`config.mk`:
```
export PLATFORM = sky130hd
export DESIGN_NAME = key_led_ctrl
export DESIGN_NICKNAME = d
export VERILOG_FILES = /design/src/rtl/key_led_ctrl.sv
export SDC_FILE = /design/constraint.sdc
export NUM_CORES = 1
export LEC_CHECK = 0
export ABC_AREA = 1
export BUFFER_PORTS_ARGS = -buffer_cell sky130_fd_sc_hd__buf_2
export CAP_MARGIN = 20
export CORE_MARGIN = 1
export CORE_UTILIZATION = 55
export DETAILED_ROUTE_END_ITERATION = 10
export HOLD_SLACK_MARGIN = 0.15
export PLACE_DENSITY = 0.74
export SYNTH_ARGS = -nofsm -noshare
export SYNTH_HDL_FRONTEND = slang
export SYNTH_SLANG_ARGS = --single-unit
export TNS_END_PERCENT = 1
```
`constraint.sdc`:
```
create_clock -name clk -period 4.5 [get_ports clk]
set_input_delay 0.225 -clock clk [delete_from_list [all_inputs] [get_ports clk]]
set_output_delay 0.225 -clock clk [all_outputs]
set_load 0.02 [all_outputs]
```
`src/rtl/key_led_ctrl.sv`:
```
// key_led_ctrl: four debounced keys driving a 4-bit LED display
// with DIRECT/RUN/BLINK/COUNT modes, speed and pause control.
module key_led_ctrl #(
  parameter int DEBOUNCE_CYCLES = 1000000,
  parameter int STEP_CYCLES     = 12500000
) (
  input  logic       clk,
  input  logic       rst,
  input  logic [3:0] key,
  output logic [3:0] led,
  output logic [1:0] mode
);

  localparam int DW = $clog2(DEBOUNCE_CYCLES + 1);
  localparam int PW = $clog2(STEP_CYCLES);
  localparam logic [DW-1:0] DB_LAST =
    DW'(DEBOUNCE_CYCLES - 1);
  localparam logic [PW-1:0] SLOW_LAST =
    PW'(STEP_CYCLES - 1);
  localparam logic [PW-1:0] FAST_LAST =
    PW'(STEP_CYCLES / 2 - 1);

  typedef enum logic [1:0] {
    M_DIRECT = 2'b00,
    M_RUN    = 2'b01,
    M_BLINK  = 2'b10,
    M_COUNT  = 2'b11
  } mode_e;

  logic [3:0]    sync1;
  logic [3:0]    sync2;
  logic [3:0]    deb;
  logic [3:0]    press;
  logic [DW-1:0] cnt [4];

  mode_e         mode_q;
  mode_e         mode_d;
  logic          mode_chg;
  logic          fast;
  logic          paused;
  logic          tick;
  logic [PW-1:0] presc;
  logic [PW-1:0] presc_last;
  logic [3:0]    pat;
  logic [3:0]    pat_step;
  logic [3:0]    pat_init;

  always_ff @(posedge clk) begin
    if (rst) begin
      sync1 <= 4'hF;
      sync2 <= 4'hF;
    end else begin
      sync1 <= key;
      sync2 <= sync1;
    end
  end

  // press pulses with the debounced level falling to 0
  always_ff @(posedge clk) begin
    if (rst) begin
      deb   <= 4'hF;
      press <= 4'h0;
      for (int i = 0; i < 4; i++)
        cnt[i] <= '0;
    end else begin
      for (int i = 0; i < 4; i++) begin
        press[i] <= 1'b0;
        if (sync2[i] == deb[i]) begin
          cnt[i] <= '0;
        end else if (cnt[i] == DB_LAST) begin
          cnt[i]   <= '0;
          deb[i]   <= sync2[i];
          press[i] <= deb[i];
        end else begin
          cnt[i] <= cnt[i] + 1'b1;
        end
      end
    end
  end

  always_ff @(posedge clk) begin
    if (rst) mode_q <= M_DIRECT;
    else     mode_q <= mode_d;
  end

  // key[0] wins over key[1] when both fire together
  always_comb begin
    mode_d   = mode_q;
    mode_chg = 1'b0;
    if (press[0]) begin
      mode_d   = mode_e'(mode_q + 2'd1);
      mode_chg = 1'b1;
    end else if (press[1]) begin
      mode_d   = mode_e'(mode_q - 2'd1);
      mode_chg = 1'b1;
    end
  end

  always_comb begin
    presc_last = fast ? FAST_LAST : SLOW_LAST;
    tick       = !paused && (presc == presc_last);
    pat_init   = (mode_d == M_RUN) ? 4'b0001 : 4'b0000;
    pat_step   = pat;
    unique case (mode_q)
      M_RUN:    pat_step = {pat[2:0], pat[3]};
      M_BLINK:  pat_step = ~pat;
      M_COUNT:  pat_step = pat + 4'd1;
      M_DIRECT: pat_step = pat;
    endcase
  end

  always_ff @(posedge clk) begin
    if (rst) begin
      fast   <= 1'b0;
      paused <= 1'b0;
      presc  <= '0;
      pat    <= 4'h0;
    end else begin
      if (press[2]) fast   <= ~fast;
      if (press[3]) paused <= ~paused;
      if (mode_chg) begin
        presc <= '0;
        pat   <= pat_init;
      end else if (press[2]) begin
        presc <= '0;
      end else if (tick) begin
        presc <= '0;
        pat   <= pat_step;
      end else if (!paused) begin
        presc <= presc + 1'b1;
      end
    end
  end

  always_ff @(posedge clk) begin
    if (rst)                    led <= 4'h0;
    else if (mode_q == M_DIRECT) led <= ~deb;
    else                        led <= pat;
  end

  assign mode = mode_q;

endmodule
```
After elaboration in Yosys (flattened, before gate mapping)
Memories as Yosys holds them, arrays and structs flattened.
Index checks and enable logic that the tools add are counted.
{ "totals": {"regBits": 52, "ram_bits": 80, "n_memories": 1} }
{ "mem_list": {"columns": ["name", "words", "width", "read_ports", "rd_clocked_by_memory_dff", "wr", "line_no", "rtl"], "rows": [
  ["cnt", 4, 20, 4, 0, 4, "34", "logic [DW-1:0] cnt [4];"]
]} }
{ "classes": {"add_sub_neg": 8, "n_eq_ne": 15, "n_mux": 69, "bitwise": 24, "reduce_logical": 14} }
{ "op_table": {"columns": ["operator", "count"], "rows": [
  ["20-bit two-way mux", 12],
  ["20-bit by 1-bit adder with 20-bit output (second input constant)", 4],
  ["20-bit == test (second input constant)", 4],
  ["1-bit two-way mux", 49],
  ["24-bit by 1-bit adder with 24-bit output (second input constant)", 1],
  ["24-bit == test", 1],
  ["24-bit two-way mux", 1],
  ["4-bit two-way mux", 4],
  ["1-bit bitwise OR", 12],
  ["4-bit case mux with 3 select lines", 1],
  ["3-bit OR reduction", 4],
  ["1-bit NOT", 10],
  ["4-bit NOT", 2],
  ["2-bit AND reduction", 4],
  ["4-bit by 1-bit adder with 4-bit output (second input constant)", 1],
  ["1-bit == test", 4],
  ["2-bit by 1-bit == test with 1-bit output (second input constant)", 2],
  ["2-bit == test (second input constant)", 2],
  ["2-bit two-way mux", 2],
  ["4-bit OR reduction", 1],
  ["3-bit AND reduction", 1],
  ["2-bit by 1-bit adder with 2-bit output (second input constant)", 1],
  ["2-bit zero test", 1],
  ["2-bit by 1-bit inequality test with 1-bit output (second input constant)", 1],
  ["5 further kinds", 5]
]} }

Logic depth before layout (Yosys ltp)
An unclocked memory read counts as a cell.
{ "depth": {"ltp_word": 8, "mapped_depth": 11, "ltp_nobuf": 11} }

Worst setup path before layout
Ideal clock, no wire load.
{ "synth_path": {"path_kind": "register to register", "startpoint": "memory cnt[2][0] (netlist name)", "endpoint": "memory cnt[2][5] (netlist name) (data pin)", "arrival_ns": 1.456, "setup_slack_ns": 2.788, "stages_incl_launch_ff": 10, "n_path_buf": 1, "path_cell_list": "edfxtp_1 > ha_1 > nand2_2 > nor2_4 > nand3_2 > nor2_2 > nand4_2 > nand2_4 > buf_12 > nor2_2"} }
{ "synth_rtl": {"columns": ["element", "line_no"], "rows": [
  ["start, declared", "34"]
]} }

==> flow_summary.toml <==
[status]
status = "complete, no violations"

[floorplan]
row_count = 41
die_w_um = 116
core_area_um2 = 12600
dieHeight_um = 116
pin_count = 12
initial_core_util = 0.563
die_area_um2 = 13400

[timing]
period_needed_ns = 2.23
clock_skew_ns = 0.00673
fin_setup_tns_ns = 0
fmax_mhz = 448
maxSlewViolCount = 0
rsz0062_at_grt = "no"
setup_viol = 0
hold_viol = 0
relSlewSlack = 0.499
period_share = 0.496
worst_pin_slew_ns = 0.749

[pwr]
fin_total_pwr_w = 0.00272
combPwrFrac = 0.036
p_clk_frac = 0.467
power_per_cell_area_nw_per_um2 = 333
vdd_drop_max_uv = 277
p_switching_w = 0.000572
p_seq_frac = 0.497
switching_share = 0.210
p_int_w = 0.00215
p_leak_nw = 3.22

[worst_setup_path]
cp_max_fo = 20
crit_type = "reg2reg"
crit_chain = "ha_1 -> nand3_1 -> nor2_1 -> nand2_1 -> nor2_1 -> nand2_1 -> nand3_1 -> a21oi_1"
reg2reg_slack_ns = 2.27
required_ns = 4.74
cp-start-kind = "flip-flop"
critPathMaxStageDelay_ns = 0.53
crit_arrival_ns = 2.47
worst_setup_path_end_kind = "flip-flop"
cp_slowest_cell = "nand3_1"

[logic_synthesis]
synthCells = 839
ys.flop_type = "edfxtp_1"
synth-xor-area-share = 0.0616
syn_area_um2 = 7110
synth_async_sr_flop_share = 0
synth_edf_count = 80
ys_ff_latch = 132
synth_top_family_by_area = "simple AND/OR/NAND/NOR gates"
synthAdderAreaFrac = 0.0158
yosys.area_share.simple = 0.317
ys_warn_count = 0
synthMuxAreaShare = 0
seq_area_frac_synth = 0.485
synth_compound_area_frac = 0.0539
syn_area_per_cell_um2 = 8.47
ys_types = 43

[clock_tree]
cts_resized = 0
root_buffer = "clkbuf_16"
clk_latency_ns = 0.42
htree_levels = 4
cts_tree = "built"
clk_pin_slew_ns = 0.05
cts_buffers = 17
clock_path_buffers = 2
cts_sinks = 132

[finish]
final-seq-area_um2 = 3440
fin_area_um2 = 8170
mostFrequentLayoutCell = "nand2_1"
layout_common_cells = "nand2_1, nor2_1, inv_1"
antenna_cells_inserted = 0
area_growth_pct = 15.0
final_cells = 1126
nFillCells = 1101
drive_gt1_frac = 0.116
multiInputGateArea_um2 = 3490
nets = 956

[detailed_routing]
met1_length_um = 5820
wl_met3_um = 432
drtPass1Iterations = 4
drtAntennaViolNets = 0
wl_met2_um = 5910
viasPerCell = 4.78
drt-initial-drc-count = 276
route.top_layer_used = "met4"
wirelength_um = 12300
vias = 5386
wire_per_inst_um = 10.9
remaining_drc_errors = 0

[global_routing]
grt_pass1_wl_um = 21800
grt_pass1_vias = 5094
antenna_found_initial = 0
overflow = 0
grt_max_degree = 22
groute.usage.overall = 0.208

[place]
gp_congestion = 0.830
numPortBuffers = 11
dp_hpwl_um = 8910
placed_area_um2 = 7570
dpl.cell_count = 1089

[flow_run]
max-cap-violations = 0

[hold_path]
hp-class = "reg2reg"
state kept, by name, summed over array words and instances, names as in the netlist:
name	count
cnt	80
deb	4
fast	1
led	4
mode	2
pat	4
paused	1
presc	24
press	4
sync1	4
sync2	4
cells in the mapped netlist, types with 2 or more instances:
cell,count,area (um2)
edfxtp_1,80,2400
clkbuf_1,3,11.3
nand3_2,8,80.1
o211ai_1,6,45.0
xnor2_1,8,70.1
nand2_4,4,45.0
inv_1,92,345
or2_2,14,87.6
ha_1,9,113
nand3_1,38,190
nor2_2,20,125
dfxtp_1,52,1040
nor2_4,11,124
nor2_1,132,495
nor3b_1,5,37.5
nand2_1,151,567
inv_2,5,18.8
buf_6,4,45.0
a21oi_1,39,195
nor3_1,43,215
nor3_2,2,20.0
a31oi_1,3,18.8
o21ai_0,19,95.1
nand4_1,20,125
a21boi_0,2,15.0
xor2_1,42,368
nand3b_1,3,22.5
or2_0,3,18.8
buf_4,2,15.0
buf_2,2,10.0
nand2_2,5,31.3
worst max-delay path: cells and delay by family, from the launching register on:
| kind | cells | cell delay [ns] |
|---|---|---|
| compound gates | 1 | 0.36 |
| fa+ha+maj | 1 | 0.25 |
| flops | 1 | 0.42 |
| simple gates | 6 | 1.02 |
layout make-up:
type,instances,share of cell area
sequential,132,0.421
clock buffer,29,0.0652
clock inverter,3,0.00184
tap,172,0.0263
timing repair buffer,16,0.0129
multi-input combinational,676,0.427
inverter,98,0.0453
power groups by stage:
| stage | clock (W) | combinational, W | sequential [W] |
|---|---|---|---|
| global route | 0.00134 | 0.000113 | 0.00136 |
| detailed placement | 0 | 0.0000916 | 0.00138 |
| CTS | 0.00130 | 0.0000959 | 0.00135 |
| global placement | 0 | 0.0000903 | 0.00138 |
| finish | 0.00127 | 0.0000970 | 0.00135 |
| floorplan | 0 | 0.0000812 | 0.00137 |
cells by family (layout without fill, tap and decap cells):
| group | count (synthesis) | in the layout |
|---|---|---|
| flops | 132 | 132 |
| simple gates | 466 | 466 |
| fa+ha+maj | 9 | 9 |
| other cells | 1 | 80 |
| buf+inv | 110 | 146 |
| compound gates | 71 | 71 |
| xor+xnor | 50 | 50 |
through the flow:
stage | setup WS, ns | hold slack, ns | utilization
6_report | 2.27 | 0.404 | 0.647
5_1_grt | 1.98 | 0.414 | 0.647
4_1_cts | 2.22 | 0.406 | 0.647
3_5_place_dp | 2.23 | 0.394 | 0.600
3_3_place_gp | 2.32 | 0.392 | 0.600
2_1_floorplan | 2.79 | 0.329 | -
routing by layer:
metal	GRT usage	vias up
met1	0.258	2433
li1	-	2876
met2	0.345	67
met5	0	-
met3	0.0607	10
met4	0.0803	0
timing repair:
| action | CTS | global route |
|---|---|---|
| buffers inserted | 0 | 0 |
| hold buffers | 5 | 0 |
| hold endpoints to repair | 7 | 0 |
final timing paths:
kind                            cells past startpoint                      end                    start
worst max-delay path                                8  cnt[3][5]$_SDFFCE_PN0P_  cnt[3][0]$_SDFFCE_PN0P_
worst min-delay path                                1      sync2[3]$_SDFF_PP1_      sync1[3]$_SDFF_PP1_
worst max register to register                      8  cnt[3][5]$_SDFFCE_PN0P_  cnt[3][0]$_SDFFCE_PN0P_
worst min register to register                      1      sync2[3]$_SDFF_PP1_      sync1[3]$_SDFF_PP1_
(Power assumes the default switching activity.)
